===== src/rtl/collision_scanner.sv =====
//------------------------------------------------------------------------------
// Module      : collision_scanner
// Description : Sequential box-overlap engine. One probe rectangle is tested
//               against NUM_TGT target rectangles, one slot per clock, through
//               a single shared comparator.
// Revision    : 1.0 - initial release
//------------------------------------------------------------------------------
`default_nettype none

module collision_scanner #(
    parameter int COORD_W = 10,
    parameter int NUM_TGT = 8,
    localparam int IDX_W  = $clog2(NUM_TGT)
) (
    input  logic                       clk,
    input  logic                       rst,
    input  logic                       start,
    input  logic                       strict,
    input  logic [COORD_W-1:0]         p_x1,
    input  logic [COORD_W-1:0]         p_x2,
    input  logic [COORD_W-1:0]         p_y1,
    input  logic [COORD_W-1:0]         p_y2,
    input  logic [NUM_TGT*COORD_W-1:0] t_x1,
    input  logic [NUM_TGT*COORD_W-1:0] t_x2,
    input  logic [NUM_TGT*COORD_W-1:0] t_y1,
    input  logic [NUM_TGT*COORD_W-1:0] t_y2,
    input  logic [NUM_TGT-1:0]         t_en,
    output logic                       busy,
    output logic                       done,
    output logic [NUM_TGT-1:0]         hit_mask,
    output logic                       hit_any,
    output logic [IDX_W-1:0]           first_hit,
    output logic                       bad_box
);

    localparam logic [0:0]       c_st_idle  = 1'b0;
    localparam logic [0:0]       c_st_scan  = 1'b1;
    localparam logic [IDX_W-1:0] c_last_idx = IDX_W'(NUM_TGT - 1);

    logic [0:0]         r_state;
    logic [IDX_W-1:0]   r_idx;
    logic               r_done;
    logic [NUM_TGT-1:0] r_hit_mask;
    logic               r_hit_any;
    logic [IDX_W-1:0]   r_first_hit;
    logic               r_bad_box;

    logic               r_strict;
    logic [NUM_TGT-1:0] r_en;
    logic [COORD_W-1:0] r_px1, r_px2, r_py1, r_py2;
    logic [COORD_W-1:0] r_tx1 [NUM_TGT];
    logic [COORD_W-1:0] r_tx2 [NUM_TGT];
    logic [COORD_W-1:0] r_ty1 [NUM_TGT];
    logic [COORD_W-1:0] r_ty2 [NUM_TGT];

    logic               w_accept;
    logic [COORD_W-1:0] w_tx1, w_tx2, w_ty1, w_ty2;
    logic               w_en;
    logic               w_probe_bad;
    logic               w_tgt_bad;
    logic               w_overlap;
    logic               w_hit;
    logic               w_flag_bad;

    assign w_accept = start & ~rst & (r_state == c_st_idle);

    // Whole request is snapshotted so upstream may change the bus during a scan.
    always_ff @(posedge clk) begin
        if (w_accept) begin
            r_strict <= strict;
            r_en     <= t_en;
            r_px1    <= p_x1;
            r_px2    <= p_x2;
            r_py1    <= p_y1;
            r_py2    <= p_y2;
        end
    end

    generate
        for (genvar gi = 0; gi < NUM_TGT; gi++) begin : g_slot
            always_ff @(posedge clk) begin
                if (w_accept) begin
                    r_tx1[gi] <= t_x1[gi*COORD_W +: COORD_W];
                    r_tx2[gi] <= t_x2[gi*COORD_W +: COORD_W];
                    r_ty1[gi] <= t_y1[gi*COORD_W +: COORD_W];
                    r_ty2[gi] <= t_y2[gi*COORD_W +: COORD_W];
                end
            end
        end
    endgenerate

    always_comb begin
        w_tx1       = r_tx1[r_idx];
        w_tx2       = r_tx2[r_idx];
        w_ty1       = r_ty1[r_idx];
        w_ty2       = r_ty2[r_idx];
        w_en        = r_en[r_idx];
        w_probe_bad = (r_px1 > r_px2) | (r_py1 > r_py2);
        w_tgt_bad   = (w_tx1 > w_tx2) | (w_ty1 > w_ty2);
        if (r_strict) begin
            w_overlap = (r_px2 > w_tx1) & (r_px1 < w_tx2) &
                        (r_py1 < w_ty2) & (r_py2 > w_ty1);
        end else begin
            w_overlap = (r_px2 >= w_tx1) & (r_px1 <= w_tx2) &
                        (r_py1 <= w_ty2) & (r_py2 >= w_ty1);
        end
        // Malformed boxes never hit, whatever the raw comparisons say.
        w_hit      = w_en & ~w_probe_bad & ~w_tgt_bad & w_overlap;
        w_flag_bad = w_probe_bad | (w_en & w_tgt_bad);
    end

    always_ff @(posedge clk) begin
        if (rst) begin
            r_state     <= c_st_idle;
            r_idx       <= '0;
            r_done      <= 1'b0;
            r_hit_mask  <= '0;
            r_hit_any   <= 1'b0;
            r_first_hit <= '0;
            r_bad_box   <= 1'b0;
        end else begin
            r_done <= 1'b0;
            case (r_state)
                c_st_idle: begin
                    if (start) begin
                        r_state     <= c_st_scan;
                        r_idx       <= '0;
                        r_hit_mask  <= '0;
                        r_hit_any   <= 1'b0;
                        r_first_hit <= '0;
                        r_bad_box   <= 1'b0;
                    end
                end
                c_st_scan: begin
                    r_hit_mask[r_idx] <= w_hit;
                    r_hit_any         <= r_hit_any | w_hit;
                    r_bad_box         <= r_bad_box | w_flag_bad;
                    if (w_hit && !r_hit_any) begin
                        r_first_hit <= r_idx;
                    end
                    if (r_idx == c_last_idx) begin
                        r_state <= c_st_idle;
                        r_done  <= 1'b1;
                    end else begin
                        r_idx <= r_idx + IDX_W'(1);
                    end
                end
                default: r_state <= c_st_idle;
            endcase
        end
    end

    assign busy      = (r_state == c_st_scan);
    assign done      = r_done;
    assign hit_mask  = r_hit_mask;
    assign hit_any   = r_hit_any;
    assign first_hit = r_first_hit;
    assign bad_box   = r_bad_box;

endmodule

`default_nettype wire


===== config.mk =====
export PLATFORM = sky130hd
export DESIGN_NAME = collision_scanner
export DESIGN_NICKNAME = d
export VERILOG_FILES = /design/src/rtl/collision_scanner.sv
export SDC_FILE = /design/constraint.sdc
export NUM_CORES = 1
export LEC_CHECK = 0
export ABC_CLOCK_PERIOD_IN_PS = 63100
export BUFFER_PORTS_ARGS = -buffer_cell sky130_fd_sc_hd__buf_4
export CAP_MARGIN = 5
export CORE_MARGIN = 1
export CORE_UTILIZATION = 60
export CTS_BUF_LIST = sky130_fd_sc_hd__clkbuf_2 sky130_fd_sc_hd__clkbuf_4 sky130_fd_sc_hd__clkbuf_8
export DETAILED_ROUTE_END_ITERATION = 7
export GPL_ROUTABILITY_DRIVEN = 0
export PLACE_DENSITY = 0.95
export REMOVE_ABC_BUFFERS = 1
export SYNTH_ARGS = -nofsm -noshare
export SYNTH_HDL_FRONTEND = slang
export SYNTH_SLANG_ARGS = --single-unit

===== constraint.sdc =====
create_clock -name clk -period 63.1 [get_ports clk]
set_clock_uncertainty 0.2 [all_clocks]
set_input_delay 6.31 -clock clk [delete_from_list [all_inputs] [get_ports clk]]
set_output_delay 6.31 -clock clk [all_outputs]
set_load 0.02 [all_outputs]

# --- After elaboration in Yosys (flattened, before gate mapping) ---
# Memory sizes are Yosys's and may differ from the RTL's. A register that Yosys moved wholly into a read port is not among the register bits.
# Index checks and enable logic that the tools add are counted.
totals:
  reg_bits: 67
  ram_bits: 320
  in_bits: 372
  output_inout_bits: 15
  wordCells: 93
  memories: 4
memory_table:
  columns: ["name", "words", "width", "rd", "rd_clocked_by_memory_dff", "wr", "line_no", "source"]
  rows:
  - ["r_tx1", 8, 10, 1, 1, 8, "51", "logic [COORD_W-1:0] r_tx1 [NUM_TGT];"]
  - ["r_tx2", 8, 10, 1, 1, 8, "52", "logic [COORD_W-1:0] r_tx2 [NUM_TGT];"]
  - ["r_ty1", 8, 10, 1, 1, 8, "53", "logic [COORD_W-1:0] r_ty1 [NUM_TGT];"]
  - ["r_ty2", 8, 10, 1, 1, 8, "54", "logic [COORD_W-1:0] r_ty2 [NUM_TGT];"]
classes:
  addsub: 1
  order_cmp: 14
  n_eq_ne: 4
  muxes: 30
  n_bitwise: 21
  reduce_logical: 6
ops:
  columns: ["operator", "n"]
  rows:
  - ["greater-than comparator 10 bit", 6]
  - ["2-to-1 mux 3 bit", 11]
  - ["greater-or-equal comparator 10 bit", 2]
  - ["<= comparator 10 bit", 2]
  - ["less-than comparator 10 bit", 2]
  - ["one-hot mux 8 bit (2 select lines)", 1]
  - ["bitwise AND 1 bit", 12]
  - ["one-hot mux 3 bit (2 select lines)", 2]
  - ["2-to-1 mux 1 bit", 9]
  - ["bitwise mux 8 bit", 1]
  - ["2-to-1 mux 8 bit", 1]
  - ["one-hot mux 1 bit (2 select lines)", 3]
  - ["OR 1 bit", 5]
  - ["less-than comparator 3 x 4 -> 1 bit, second input constant", 1]
  - ["inequality test 2 bit, second input constant", 2]
  - ["NOT 1 bit", 4]
  - ["AND reduction 2 bit", 2]
  - ["adder 3 x 1 -> 3 bit, second input constant", 1]
  - ["binary-select mux 1 bit (select 3 bit)", 1]
  - ["demux 1 bit (select 3 bit)", 1]
  - ["== test 3 bit, second input constant", 1]
  - ["greater-or-equal comparator 3 x 1 -> 1 bit, second input constant", 1]
  - ["logical AND 1 bit", 2]
  - ["inequality test 2 x 1 -> 1 bit, second input constant", 1]
  - ["2 further kinds", 2]

# --- Depth between registers and ports, before layout ---
# Gate-level depths: netlist (run 1).
depth:
  word_depth: 9
  mapped_depth: 14
  mapped_depth_nobuf: 11

# --- Worst setup path before layout (run 1) ---
# OpenSTA, ideal clock, no wires.
synth_timing:
  kind: "in2reg"
  start: "input port rst"
  end: "register r_en[0] (enable)"
  setup_time_ns: 1.628
  arrival_time_ns: 33.152
  required_ns: 61.272
  path_slack_ns: 28.120
  cell_stages: 2
  n_path_buf: 1
  cell_sequence: "clkbuf_1 -> nor3b_1"
synth_via:
  elab_chain_len: 3
synth_rtl:
  columns: ["element", "line_no", "source"]
  rows:
  - ["start: declaration", "16", "input logic rst,"]
  - ["NOT 1 bit", "65", "assign w_accept = start & ~rst & (r_state == c_st_idle);"]
  - ["bitwise AND 1 bit (2 in a row)", "65", null]
  - ["named net w_accept", "56", "logic w_accept;"]
  - ["end signal: assignment", "71", "r_en <= t_en;"]
  - ["end: declaration", "49", "logic [NUM_TGT-1:0] r_en;"]
# The timed path passes the listed nets, and every way through them passes these cells.
# A chain may end at the register's enable or synchronous reset.

# --- Worst setup path in the final report (run 1) ---
layout_timing:
  start: "register r_state, in the netlist busy"
  end: "output port busy"
layout_rtl:
  columns: ["element", "line_no", "source"]
  rows:
  - ["start: declaration", "40", "logic [0:0] r_state;"]
  - ["start signal: assignment", "114", "r_state <= c_st_idle;"]
  - ["start signal: assignment", "126", "r_state <= c_st_scan;"]
  - ["start signal: assignment", "142", "r_state <= c_st_idle;"]
  - ["end: declaration", "28", "output logic busy,"]
# No word-level cell between the ends.

==> results of run 1 <==
-- flip-flops by register name (all words and copies together), names as in the netlist, 10 cells and up, named ones only --
signal  cells
r_py1      10
r_tx1      80
r_px1      10
r_ty1      80
r_py2      10
r_tx2      80
r_px2      10
r_ty2      80
-- path summary, 6_finish.rpt --
check	start	end	slack [ns]	cells after the start
setup reg to reg	flop	hit_mask[0]	57.71	12
hold / removal	first_hit[1]	first_hit[1]	0.26	2
hold reg to reg	first_hit[1]	first_hit[1]	0.26	2
setup / recovery	busy	busy	55.25	1
-- per-stage QoR --
| stage | cells | worst slack, ns |
|---|---|---|
| detailed placement | 1550 | 54.83 |
| finish | 1664 | 55.25 |
| floorplan | 824 | 28.61 |
| global placement | 1550 | 54.89 |
| CTS | 1661 | 55.21 |
| global route | 1664 | 55.14 |
-- kinds of logic after synthesis --
family	Yosys count	synth area share [%]
AO/OA/AOI/OAI	80	3.54
adder cells (fa/ha/maj)	82	6.31
buffers and inverters	80	2.12
flip-flops	390	70.7
multiplexers	127	14.1
AND/OR/NAND/NOR	95	3.21
-- Yosys cell counts, drive strengths merged --
cell	n	area, um^2
mux2i	43	430
o21ai	22	140
a221oi	1	8.76
nor2b	4	25.0
mux2	2	22.5
o21a	6	45.0
edfxtp	369	11100
dfxtp	21	420
nor3b	2	15.0
a2111oi	2	55.1
o211ai	1	7.51
nand3	14	70.1
a211oi	7	52.6
nand2	17	63.8
nand4	17	113
mux4	82	1850
nor3	7	35.0
o32ai	1	8.76
a22oi	2	15.0
ha	82	1030
inv	50	188
a211o	2	17.5
o31ai	1	12.5
and2b	3	23.8
and4	3	26.3
a21o	8	61.3
dlygate4sd1	1	8.76
buf	14	92.6
or4	1	7.51
or3	1	6.26
nor2	16	60.1
nand2b	8	50.1
a2111o	1	11.3
a31oi	2	12.5
o31a	1	8.76
clkbuf	15	56.3
nor4	2	27.5
o221ai	1	8.76
a21oi	22	110
-- layout make-up --
| cell class | count | share of cell area (%) |
|---|---|---|
| clock buffers | 76 | 4.58 |
| diodes | 3 | 0.0361 |
| repair buffers | 391 | 14.2 |
| inverters | 50 | 0.902 |
| flip-flops and latches | 390 | 55.3 |
| clock inverters | 35 | 1.61 |
| well taps | 335 | 2.02 |
| multi-input cells | 384 | 21.3 |
-- report_power, final --
part	total (mW)	leakage (nW)	internal [mW]	switching, mW
clock	0.223	0.678	0.124	0.0981
combinational	0.0538	3.64	0.0298	0.0240
sequential	0.300	3.59	0.295	0.00478
-- layer usage --
metal / wire [um] / share of wire, %
met1: 14300 / 36
met5: 0 / 0
met3: 2680 / 6.7
met2: 21200 / 53
met4: 1730 / 4.3
==> impl_metrics.toml, run 1 <==
[sta]
hold_slack_ns = 0.264
maxSlewViolCount = 0
finalHoldViolCount = 0
fmax_mhz = 127
rsz0062_at_grt = "no"
tns_ns = 0
setup_violations = 0
worst_slew_margin_rel_pct = 25.6
tightest_slew_ns = 1.12
period_share_pct = 12.4
period_needed_ns = 7.85

[pwr]
ir_worst_vdd_mv = 0.0331
leakage_nw = 7.90
fin_total_pwr_mw = 0.576
p_per_area_nw_per_um2 = 27.7

[critical_path]
path_max_fanout = 10
path_cells = "buf_4"
worst_setup_path_start_kind = "flop"
crit_family = "flip-flops"
path_buf_inv = 1
cp_data_required_time_ns = 56.59
crit_slowest_cell = "dfxtp_1"
critPathKind = "reg2out"
end_kind = "output port"
cp_slowest_stage_delay_ns = 0.55
crit_arrival_ns = 1.34

[clocking]
clkSinkCount = 390
clk_path_buf_depth = 3
cts_hold_buffers = 0
htree_num_levels = 2
tritoncts = "built"
numCtsBuffers = 59
cts-root-buf = "clkbuf_8"
clk_latency_ns = 0.60
cts_resized = 0
clkSlewWorstSetupHoldPaths_ns = 0.07
postCtsSetupBuffers = 0

[finish]
nFillCells = 1317
drive_above_1_share_pct = 44.8
final_common_cell = "buf_4"
final_core_util_pct = 78.9
ff_latch_area_um2 = 11500
syn_to_final_growth_pct = 27.8
layout_common_cells = "buf_4 (389), edfxtp_1 (369), mux4_2 (82), ha_1 (82), clkbuf_8 (61)"
fin_area_um2 = 20800
multi_input_area_um2 = 4430
fin_nets = 1730

[detailed_routing]
drt-total-wl_um = 39900
ant_nets = 0
wire_per_inst_um = 24.0
vias_per_cell = 5.89
drtIter0Drc = 885
dr.pass1.iters = 5
vias = 9800
drc = 0

[placed_design]
hpwlAfterDp_um = 27400
io_buffers = 386
placed_area_um2 = 19500

[global_routing]
grt-ovfl-total = 0
grt_usage_pct = 28.8
grt_busiest_layer = "met2"
grt_pass1_vias = 10803
grt_pass1_wl_um = 59300
grt_util_met2_pct = 52.4
grtUsageMet1_pct = 32.7
grt_max_degree = 195
antenna_found_initial = 3
use_met3_pct = 6.20

[synth]
syn_area_um2 = 16300
synth_cells = 854
avgSynthCellArea_um2 = 19.1
ys_warn_count = 0
synth_cell_types = 48
synth-seq-cells = 390
yosysSeqAreaShare_pct = 70.7

[die]
die_x_um = 167
die_h_um = 167
start_util_pct = 61.7
core_um2 = 26400
io_pins = 387
die_area_um2 = 27800
fp-row-count = 59

[min_path]
min_path_type = "reg2reg"

[job]
maxCapViolations = 0

[outcome]
status = "finished clean"
(Power assumes the default switching activity.)
==> run 2, diff against run 1 <==
- ABC_AREA: unset -> 1
- ABC_CLOCK_PERIOD_IN_PS: 63100 -> 7200
- CORE_UTILIZATION: 60 -> 51
- PLACE_DENSITY: 0.95 -> 0.91
- clock period: 63.1 -> 7.2 ns (I/O delays scaled with it)
==> impl_metrics.toml, run 2 <==
[outcome]
status = "finished clean"

[min_path]
min_path_type = "in2reg"
whs_path_depth = 1

[synth]
yosysTopAreaCellShare_pct = 66.1
async_reset_ff_share_pct = 0
yosys-top-cells-area = "edfxtp_1 (66%), ha_1 (6.1%), o21ai_0 (5.3%)"
synth_cell_types = 32
synth_cells = 1389
yosysSeqAreaShare_pct = 68.7
ys_warn_count = 0
yosysMostFrequentCell = "edfxtp_1"
synth-seq-cells = 390
syn_area_um2 = 16800
synth_edf_count = 369
avgSynthCellArea_um2 = 12.1
synth_ff_type = "edfxtp_1"
netlist_top_cells_count = "edfxtp_1 (369), nor2_1 (213), o21ai_0 (177)"
synth_area_leader_cell = "edfxtp_1"

[placed_design]
io_buffers = 386
placed_area_um2 = 20100
dp_slack_ns = 2.98
hpwlAfterDp_um = 30700

[sta]
rsz0062_at_grt = "no"
period_needed_ns = 4.26
setup_violations = 0
finalHoldViolCount = 0
setup_slack_ns = 2.94
tightest_slew_ns = 1.22
fmax_mhz = 235
hold_slack_ns = 0.0873
period_share_pct = 59.2
worst_slew_margin_rel_pct = 19.0
maxSlewViolCount = 0

[die]
core_um2 = 32500
die_h_um = 183
io_pins = 387
die_area_um2 = 33600
start_util_pct = 51.6
fp-row-count = 66
die_x_um = 183

[finish]
final_common_cell = "buf_4"
ff_latch_area_um2 = 11500
syn_to_final_growth_pct = 27.1
fin_nets = 2244
multi_input_area_um2 = 4560
layout_common_cells = "buf_4 (394), edfxtp_1 (369), nor2_1 (212)"
final_core_util_pct = 65.6
nFillCells = 2280
fin_area_um2 = 21300
drive_above_1_share_pct = 27.8

[global_routing]
grt_usage_pct = 26.1
grt_max_degree = 198
grt_pass1_wl_um = 65900
grt-ovfl-total = 0
antenna_found_initial = 1
grt_pass1_vias = 12772

[critical_path]
end_kind = "flop"
r2r_slack_ns = 2.94
cp_slowest_stage_delay_ns = 0.78
path_buf_inv = 3
crit_slowest_cell = "buf_4"
path_max_fanout = 84
crit_cells = 16
cpMostUsedCell = "nand2_1"
worst_setup_path_start_kind = "flop"
crit_family = "buffers and inverters"
path_cells = "inv_4 -> buf_4 -> o21ai_0 -> o22ai_1 -> o21ai_0 -> ha_1 -> nand2_1 -> o21ai_0 -> nand2_1 -> nand3_1 -> nand2_1 -> nand2_1 -> inv_1 -> nand4_1 -> nand3_1 -> a21oi_1"
critPathKind = "reg2reg"
crit_arrival_ns = 4.56
cp_data_required_time_ns = 7.50
ff2ff_path_depth = 16

[detailed_routing]
drtIter0Drc = 755
dr.pass1.iters = 5
wire_per_inst_um = 19.5
drt-total-wl_um = 44400
drc = 0
vias_per_cell = 5.44
vias = 12392
ant_nets = 0

[clocking]
clkSinkCount = 390
cts_hold_buffers = 0
clk_path_buf_depth = 3
clk_latency_ns = 0.61
numCtsBuffers = 66
clkSlewWorstSetupHoldPaths_ns = 0.07
cts_resized = 0
htree_num_levels = 3
postCtsSetupBuffers = 0
tritoncts = "built"
cts-root-buf = "clkbuf_8"

[pwr]
ir_worst_vdd_mv = 0.215
p_per_area_nw_per_um2 = 242
leakage_nw = 8.67
fin_total_pwr_mw = 5.15

[job]
maxCapViolations = 0
-- run 2: cell count changes in the layout (fill, tap and decap cells not counted), sizes merged, moves of 9 or more --
cell    previous run  this run
nand2             17       145
a21oi             22        34
mux4              82         0
nand4             17         8
mux2i             43         0
nand3             14        23
nor2              16       215
o22ai              0        60
o21ai             22       204
inv               51       119
o221ai             1        18
-- run 2: per-stage QoR --
| step | std cells | setup TNS, ns |
|---|---|---|
| finish | 2276 | 0 |
| global route | 2276 | 0 |
| CTS | 2275 | 0 |
| detailed placement | 2164 | 0 |
| global placement | 2164 | 0 |
| floorplan | 1326 | -3837.27 |
-- run 2: path summary, 6_finish.rpt --
kind / from / end
setup / recovery: flop / first_hit[2]
hold / removal: strict / r_strict
setup reg to reg: flop / first_hit[2]
hold reg to reg: hit_any / hit_any
-- run 2: cell families (layout without fill, tap and decap cells) --
logic type      count (synthesis)  count (layout)  share of synthesized area [%]
buf+inv                       182             626                           4.19
simple gates                  395             395                           9.51
flops                         390             390                           68.7
other cells                     0               1                              0
compound gates                340             340                           11.5
fa+ha+maj                      82              82                           6.12
-- run 2: power breakdown --
part           leakage, nW  switching [mW]  internal, mW
Sequential            3.60          0.0343          2.60
Combinational         4.44           0.368         0.267
Clock                0.631           0.860          1.02
Total                 8.67            1.26          3.89
-- run 2: routing by layer --
layer  vias up  GRT usage, %  routed length, um
li1       5790             -                  -
met1      5875          28.9              16100
met3       114          7.01               3930
met2       613          46.0              22600
met4         0          13.5               1880
met5         -             0                  0
-- run 2: final cells by class --
| class | instances | area share [%] |
|---|---|---|
| Inverter | 119 | 2.11 |
| Tap cell | 442 | 2.60 |
| Antenna cell | 1 | 0.0118 |
| Sequential cell | 390 | 54.0 |
| Clock buffer | 84 | 4.93 |
| Multi-Input combinational cell | 817 | 21.4 |
| Timing Repair Buffer | 396 | 14.1 |
| Clock inverter | 27 | 0.817 |
